### config.mk
export PLATFORM = sky130hd
export DESIGN_NAME = wb_stage
export DESIGN_NICKNAME = d
export VERILOG_FILES = /design/src/rtl/rv5stage_pkg.sv /design/src/rtl/load_extract.sv /design/src/rtl/wb_stage.sv
export SDC_FILE = /design/constraint.sdc
export NUM_CORES = 1
export LEC_CHECK = 0
export CAP_MARGIN = 10
export CORE_MARGIN = 1.5
export CORE_UTILIZATION = 43
export CTS_CLUSTER_SIZE = 25
export DETAILED_ROUTE_END_ITERATION = 10
export MAX_ROUTING_LAYER = met4
export PLACE_DENSITY = 0.78
export SLEW_MARGIN = 10
export SYNTH_ARGS = -nofsm -noshare
export SYNTH_HDL_FRONTEND = slang
export SYNTH_HIERARCHICAL = 1
export SYNTH_SLANG_ARGS = --single-unit
### constraint.sdc
create_clock -name clk -period 2.35 [get_ports clk]
set_input_delay 0.235 -clock clk [delete_from_list [all_inputs] [get_ports clk]]
set_output_delay 0.235 -clock clk [all_outputs]
set_load 0.1 [all_outputs]
### src/rtl/rv5stage_pkg.sv
// Shared types and encodings for the 5-stage RV32I pipeline.
package rv5stage_pkg;

    localparam int unsigned XLEN   = 32;
    localparam int unsigned REG_AW = 5;

    // Writeback stage control states
    typedef enum logic [0:0] {
        WB_IDLE      = 1'b0,
        WB_WAIT_LOAD = 1'b1
    } wb_state_t;

    // Load funct3 encodings
    localparam logic [2:0] F3_LB  = 3'b000;
    localparam logic [2:0] F3_LH  = 3'b001;
    localparam logic [2:0] F3_LW  = 3'b010;
    localparam logic [2:0] F3_LBU = 3'b100;
    localparam logic [2:0] F3_LHU = 3'b101;

endpackage

### src/rtl/load_extract.sv
// Selects the addressed byte/half/word of a memory word and extends it to XLEN.
module load_extract
    import rv5stage_pkg::*;
(
    input  logic [XLEN-1:0] rdata,
    input  logic [2:0]      funct3,
    input  logic [1:0]      byte_off,
    output logic [XLEN-1:0] data,
    output logic            illegal
);

    logic [7:0]  byte_sel;
    logic [15:0] half_sel;

    // Byte lane select by address offset
    always_comb begin
        byte_sel = rdata[7:0];
        case (byte_off)
            2'd0:    byte_sel = rdata[7:0];
            2'd1:    byte_sel = rdata[15:8];
            2'd2:    byte_sel = rdata[23:16];
            default: byte_sel = rdata[31:24];
        endcase
    end

    // Half lane select; bit 0 of the offset is irrelevant for aligned halves
    assign half_sel = byte_off[1] ? rdata[31:16] : rdata[15:0];

    // Width and sign extension; unknown encodings flagged as illegal
    always_comb begin
        data    = '0;
        illegal = 1'b0;
        case (funct3)
            F3_LB:   data = {{24{byte_sel[7]}}, byte_sel};
            F3_LH:   data = {{16{half_sel[15]}}, half_sel};
            F3_LW:   data = rdata;
            F3_LBU:  data = {24'd0, byte_sel};
            F3_LHU:  data = {16'd0, half_sel};
            default: illegal = 1'b1;
        endcase
    end

endmodule

### src/rtl/wb_stage.sv
// Writeback stage: sole driver of the register file write port. Retires
// non-loads in one cycle and holds loads until data memory responds.
module wb_stage
    import rv5stage_pkg::*;
#(
    parameter int unsigned TIMEOUT_CYCLES = 255,
    parameter int unsigned CNT_W          = 8
) (
    input  logic        clk,
    input  logic        rst_n,

    input  logic        mem_valid,
    output logic        mem_ready,
    input  logic        mem_rd_we,
    input  logic [4:0]  mem_rd_addr,
    input  logic        mem_is_load,
    input  logic [2:0]  mem_funct3,
    input  logic [1:0]  mem_byte_off,
    input  logic [31:0] mem_result,

    input  logic        dmem_rvalid,
    input  logic [31:0] dmem_rdata,

    output logic        w_enable,
    output logic [4:0]  w_addr,
    output logic [31:0] w_data,

    output logic        pend_valid,
    output logic [4:0]  pend_addr,
    output logic        err
);

    localparam logic             TIMEOUT_EN = (TIMEOUT_CYCLES != 0);
    localparam logic [CNT_W-1:0] CNT_LAST   = CNT_W'(TIMEOUT_CYCLES - 1);

    wb_state_t           state_q,      state_d;
    logic [CNT_W-1:0]    cnt_q,        cnt_d;
    logic                ld_we_q,      ld_we_d;
    logic [REG_AW-1:0]   ld_addr_q,    ld_addr_d;
    logic [2:0]          ld_f3_q,      ld_f3_d;
    logic [1:0]          ld_off_q,     ld_off_d;
    logic                w_enable_q,   w_enable_d;
    logic [REG_AW-1:0]   w_addr_q,     w_addr_d;
    logic [XLEN-1:0]     w_data_q,     w_data_d;
    logic                pend_valid_q, pend_valid_d;
    logic [REG_AW-1:0]   pend_addr_q,  pend_addr_d;
    logic                err_q,        err_d;

    logic [XLEN-1:0]     ext_data;
    logic                ext_illegal;

    // Extract the loaded value from the latched load attributes
    load_extract u_load_extract (
        .rdata    (dmem_rdata),
        .funct3   (ld_f3_q),
        .byte_off (ld_off_q),
        .data     (ext_data),
        .illegal  (ext_illegal)
    );

    // State, counter, latched load attributes and output registers
    always_ff @(posedge clk or negedge rst_n) begin
        if (!rst_n) begin
            state_q      <= WB_IDLE;
            cnt_q        <= '0;
            ld_we_q      <= 1'b0;
            ld_addr_q    <= '0;
            ld_f3_q      <= '0;
            ld_off_q     <= '0;
            w_enable_q   <= 1'b0;
            w_addr_q     <= '0;
            w_data_q     <= '0;
            pend_valid_q <= 1'b0;
            pend_addr_q  <= '0;
            err_q        <= 1'b0;
        end else begin
            state_q      <= state_d;
            cnt_q        <= cnt_d;
            ld_we_q      <= ld_we_d;
            ld_addr_q    <= ld_addr_d;
            ld_f3_q      <= ld_f3_d;
            ld_off_q     <= ld_off_d;
            w_enable_q   <= w_enable_d;
            w_addr_q     <= w_addr_d;
            w_data_q     <= w_data_d;
            pend_valid_q <= pend_valid_d;
            pend_addr_q  <= pend_addr_d;
            err_q        <= err_d;
        end
    end

    // Next-state and registered-output logic
    always_comb begin
        state_d    = state_q;
        cnt_d      = cnt_q;
        ld_we_d    = ld_we_q;
        ld_addr_d  = ld_addr_q;
        ld_f3_d    = ld_f3_q;
        ld_off_d   = ld_off_q;
        w_enable_d = 1'b0;
        w_addr_d   = w_addr_q;
        w_data_d   = w_data_q;
        err_d      = 1'b0;

        case (state_q)
            WB_IDLE: begin
                if (mem_valid) begin
                    if (mem_is_load) begin
                        state_d   = WB_WAIT_LOAD;
                        cnt_d     = '0;
                        ld_we_d   = mem_rd_we;
                        ld_addr_d = mem_rd_addr;
                        ld_f3_d   = mem_funct3;
                        ld_off_d  = mem_byte_off;
                    end else if (mem_rd_we && (mem_rd_addr != '0)) begin
                        w_enable_d = 1'b1;
                        w_addr_d   = mem_rd_addr;
                        w_data_d   = mem_result;
                    end
                end
            end
            WB_WAIT_LOAD: begin
                if (dmem_rvalid) begin
                    // Data arriving on the last timeout cycle still retires
                    state_d = WB_IDLE;
                    cnt_d   = '0;
                    if (ext_illegal) begin
                        err_d = 1'b1;
                    end else if (ld_we_q && (ld_addr_q != '0)) begin
                        w_enable_d = 1'b1;
                        w_addr_d   = ld_addr_q;
                        w_data_d   = ext_data;
                    end
                end else if (TIMEOUT_EN && (cnt_q == CNT_LAST)) begin
                    state_d = WB_IDLE;
                    cnt_d   = '0;
                    err_d   = 1'b1;
                end else begin
                    cnt_d = cnt_q + CNT_W'(1);
                end
            end
            default: begin
                state_d = WB_IDLE;
                cnt_d   = '0;
            end
        endcase

        pend_valid_d = (state_d == WB_WAIT_LOAD);
        pend_addr_d  = pend_valid_d ? ld_addr_d : '0;
    end

    assign mem_ready  = (state_q == WB_IDLE);
    assign w_enable   = w_enable_q;
    assign w_addr     = w_addr_q;
    assign w_data     = w_data_q;
    assign pend_valid = pend_valid_q;
    assign pend_addr  = pend_addr_q;
    assign err        = err_q;

endmodule
==> impl_metrics.yaml, run 1 <==
finish:
  final_common_cell: "clkdlybuf4s50_1"
  fin_util_pct: 59.5
  synthToLayoutAreaGrowth_pct: 34.6
  antenna_cells: 0
  mostFrequentLayoutCells: "clkdlybuf4s50_1, mux2_2, dfrtp_1"
  n_fill_cell: 764
  num-nets-final: 552
  drive_gt1_share_pct: 38.0
  multi_input_area_um2: 2270
  seq_area_um2: 1610
clocking:
  cts_tree: "yes"
  clock_sinks: 64
  clk_pin_slew_ns: 0.07
  cts_root_buffer: "clkbuf_8"
  clockBufferDepth: 2
  clk_latency_ns: 0.35
  post_cts_buffers: 0
  cts_buffers: 9
  htreeDepth: 3
floorplanning:
  start_util_pct: 44.2
  die_x_um: 100
  dieArea_um2: 10000
  io_pins: 126
  rows: 35
  core_um2: 9200
  die_h_um: 100
logic_synthesis:
  synth_area_leaders: "dfrtp_1, mux2_2, mux2_4"
  synth-main-ff-cell: "dfrtp_1"
  syn_avg_cell_area_um2: 11.6
  syn_nets: 431
  synth_edf_count: 0
  yosysWarnings: 6
  synth_area_um2: 4060
  synthCells: 349
  yosysSeqAreaShare_pct: 39.4
  synth_cell_type_count: 46
  synth-async-reset-ratio_pct: 100
  ys_ff_latch: 64
  yosys.area.top_type_share_pct: 39.4
  synth_largest_area_cell: "dfrtp_1"
placement:
  hpwl_mm: 7.95
  gp_congestion: 0.909
  numPortBuffers: 125
critical_path:
  crit_chain: "nor3b_2 -> o21ai_0 -> o221ai_2 -> mux2_2 -> mux2_2"
  rrSetupSlack_ns: 0.22
  crit_fanout: 15
  cp_common_cell: "mux2_2"
  ff2ff_path_depth: 5
  cp-start-kind: "flop"
  cpMaxStageDelayCell: "nor3b_2"
  critPathTopFamily: "simple AND/OR/NAND/NOR gates"
  cp-startpoint: "ld_f3_q[1]$_DFFE_PN0P_"
  timing.rr.start: "ld_f3_q[1]$_DFFE_PN0P_"
  critPathMaxStageDelay_ns: 0.83
  path_class: "reg2reg"
  crit_buf_inv: 0
  worstPathRequired_ns: 2.64
  end_kind: "flop"
  critPathArrivalTime_ns: 2.42
  reg2reg_to: "w_data[15]$_DFFE_PN0P_"
grt:
  grt_pass1_wl_mm: 17.6
  grt_pass1_vias: 3341
  globalRouteTotalUtil_pct: 23.4
  grt_start_max_net_pins: 65
  grt_overflow: 0
  antenna_found_initial: 0
status:
  outcome: "finished clean"
routing:
  drtIter0Drc: 226
  routedWlPerCell_um: 18.8
  postRouteAntennaNets: 0
  vias: 3293
  finalWirelength_mm: 11.0
  first_pass_iters: 4
  drc: 0
  viasPerCell: 5.63
flow_run:
  maxCapViolCount: 0
timing:
  fmax_mhz: 468
  period_share_pct: 90.8
  setup_viol: 0
  fin_crit_ns: 2.13
  final_max_slew_viol_count: 0
  rsz0062_at_grt: "no"
  relSlewSlack_pct: 37.8
  skew_ns: 0.00918
  hold_viol_final: 0
  worst_hold_slack_ns: 0.424
  fin_setup_tns_ns: 0
  tightest_slew_ns: 0.929
hold_path:
  hold_path.class: "in2async"
-- synth_stat cells (5+ instances only) --
library cell and number:
mux2i_1 17, o21ai_0 5, buf_6 7, mux2_2 70, clkbuf_1 7, inv_1 5
dfrtp_1 64, nor2_1 15, nand3_1 21, nand2_1 17, nor2b_1 8, buf_2 9
o211ai_1 16, xor2_1 6, mux2_4 20
-- per-layer routing --
layer / track usage [%] / wire (µm)
met1: 32.3 / 4980
met2: 33.5 / 5180
met3: 3.62 / 571
met4: 11.8 / 282
met5: - / 0
-- cell type report --
class	instances	area share, %
clock inverter	5	0.641
inverter	5	0.412
sequential	64	29.4
tap	111	2.54
multi-input combinational	252	41.5
timing repair buffer	138	23.2
clock buffer	10	2.33
-- worst max path at each step --
stage                                   endpoint  slack, ns  cells past startpoint
after global placement    w_data[24]$_DFFE_PN0P_       0.11                      7
after floorplan           pend_addr[3]$_DFF_PN0_       0.01                      6
after global routing      w_data[15]$_DFFE_PN0P_       0.05                      5
after detailed placement  w_data[24]$_DFFE_PN0P_       0.08                      7
after CTS                  w_data[6]$_DFFE_PN0P_       0.07                      7
final                     w_data[15]$_DFFE_PN0P_       0.22                      5
-- flip-flops by register name, indices dropped and copies added, names as in the netlist, 2 cells and up --
register / count
w_data: 32
ld_f3_q: 3
w_addr: 5
ld_addr_q: 5
ld_off_q: 2
cnt_q: 8
pend_addr: 5
-- what timing repair did --
action / in CTS / in global routing
hold buffers: 1 / 0
gates resized for setup: 0 / 1
endpoints found under the hold margin: 64 / 0
endpoints found under the setup margin: 0 / 13
-- worst reg2reg max path, stage by stage, from the launching register on --
cell	delay (ns)
dfrtp_1	0.56
nor3b_2	0.83
o21ai_0	0.25
o221ai_2	0.13
mux2_2	0.18
mux2_2	0.13
-- metrics by stage --
stage,instance area (µm²),instances,setup WS (ns)
after floorplan,4070,349,0.0114
after detailed placement,5300,569,0.0813
after CTS,5470,585,0.0738
after global routing,5470,585,0.0544
after global placement,5300,569,0.110
final,5470,585,0.215
-- kinds of logic (layout without fill, tap and decap cells) --
group           count (synthesis)  after routing  share of synthesized area, %
buf+inv                        33            158                          4.90
flops                          64             64                          39.4
simple gates                   80             80                          10.1
compound gates                 54             54                          11.0
fa+ha+maj                       2              2                         0.616
xor+xnor                        6              6                          1.29
mux                           110            110                          32.6
Power of run 1 is left out: the tool's default activity adds up to more than one toggle a clock period on the data nets, which glitch-free logic cannot reach.
==> run 2, diff against run 1 <==
--- a/config.mk
+++ b/config.mk
@@ -12,6 +12,7 @@
 export DETAILED_ROUTE_END_ITERATION = 10
 export MAX_ROUTING_LAYER = met4
 export PLACE_DENSITY = 0.78
+export SKIP_CTS_REPAIR_TIMING = 1
 export SLEW_MARGIN = 10
 export SYNTH_ARGS = -nofsm -noshare
 export SYNTH_HDL_FRONTEND = slang
==> impl_metrics.yaml, run 2 (synthesized netlist as in run 1, its figures left out) <==
floorplanning:
  dieArea_um2: 10000
  rows: 35
  io_pins: 126
  start_util_pct: 44.2
  core_um2: 9200
  die_x_um: 100
  die_h_um: 100
grt:
  grt_overflow: 0
  grt_pass1_wl_mm: 17.6
  globalRouteTotalUtil_pct: 23.4
  grt_start_max_net_pins: 65
  grt_pass1_vias: 3338
  antenna_found_initial: 0
timing:
  rsz0062_at_grt: "no"
  setup_slack_ns: 0.215
  final_max_slew_viol_count: 0
  fin_setup_tns_ns: 0
  hold_viol_final: 0
  period_share_pct: 90.8
  relSlewSlack_pct: 37.8
  fmax_mhz: 468
  setup_viol: 0
  tightest_slew_ns: 0.929
  fin_crit_ns: 2.13
  skew_ns: 0.00918
clocking:
  cts_tree: "yes"
  clk_pin_slew_ns: 0.07
  clock_sinks: 64
  clk_latency_ns: 0.35
  clockBufferDepth: 2
  cts_root_buffer: "clkbuf_8"
  cts_buffers: 9
  htreeDepth: 3
finish:
  num-nets-final: 552
  largest_register_ffs: 32
  final_common_cell: "clkdlybuf4s50_1"
  drive_gt1_share_pct: 38.0
  mostFrequentLayoutCells: "clkdlybuf4s50_1, mux2_2, dfrtp_1"
  synthToLayoutAreaGrowth_pct: 34.6
  antenna_cells: 0
flow_run:
  maxCapViolCount: 0
critical_path:
  critPathArrivalTime_ns: 2.42
  worstPathRequired_ns: 2.64
  path_class: "reg2reg"
  end_kind: "flop"
  crit_fanout: 15
  timing.rr.start: "ld_f3_q[1]$_DFFE_PN0P_"
  cp-start-kind: "flop"
  cp-startpoint: "ld_f3_q[1]$_DFFE_PN0P_"
placement:
  numPortBuffers: 125
  gp_congestion: 0.909
  hpwl_mm: 7.95
  place_ws_ns: 0.0813
routing:
  finalWirelength_mm: 11.0
  first_pass_iters: 4
  vias: 3293
  postRouteAntennaNets: 0
  drtIter0Drc: 226
  routedWlPerCell_um: 18.8
  drc: 0
  viasPerCell: 5.63
status:
  outcome: "finished clean"
hold_path:
  hold_path.class: "in2async"
-- run 2: critical path, cell delays in order (launching register included) --
cell      delay, ns
dfrtp_1        0.56
nor3b_2        0.83
o21ai_0        0.25
o221ai_2       0.13
mux2_2         0.18
mux2_2         0.13
-- run 2: layout make-up --
cell class / count / area (µm²)
sequential: 64 / 1610
multi-input combinational: 252 / 2270
clock buffer: 10 / 128
inverter: 5 / 22.5
timing repair buffer: 138 / 1270
tap: 111 / 139
clock inverter: 5 / 35.0
fill: 763 / 3730
-- run 2: through the flow --
stage	instance area, µm²	std cells	hold WS [ns]	util, %
CTS	5460	584	-0.102	59.3
detailed placement	5300	569	0.281	57.6
floorplan	4070	349	-0.0606	-
finish	5470	585	0.425	59.5
global placement	5300	569	0.277	57.6
global route	5470	585	0.485	59.5
-- run 2: path summary, 6_finish.rpt --
path	endpoint	slack, ns	cells past startpoint
worst max-delay path	w_data[15]$_DFFE_PN0P_	0.22	5
worst max register to register	w_data[15]$_DFFE_PN0P_	0.22	5
worst min-delay path	err$_DFF_PN0_	0.42	3
max in group asynchronous	pend_valid$_DFF_PN0_	1.62	3
min in group clk	ld_off_q[1]$_DFFE_PN0P_	0.50	2
worst min register to register	ld_we_q$_DFFE_PN0P_	0.51	1
-- run 2: layer usage --
metal,GRT usage [%],routed length (µm)
met1,32.3,4980
met2,33.5,5180
met3,3.62,571
met4,11.8,282
met5,-,0
Power of run 2 is left out for the same reason.
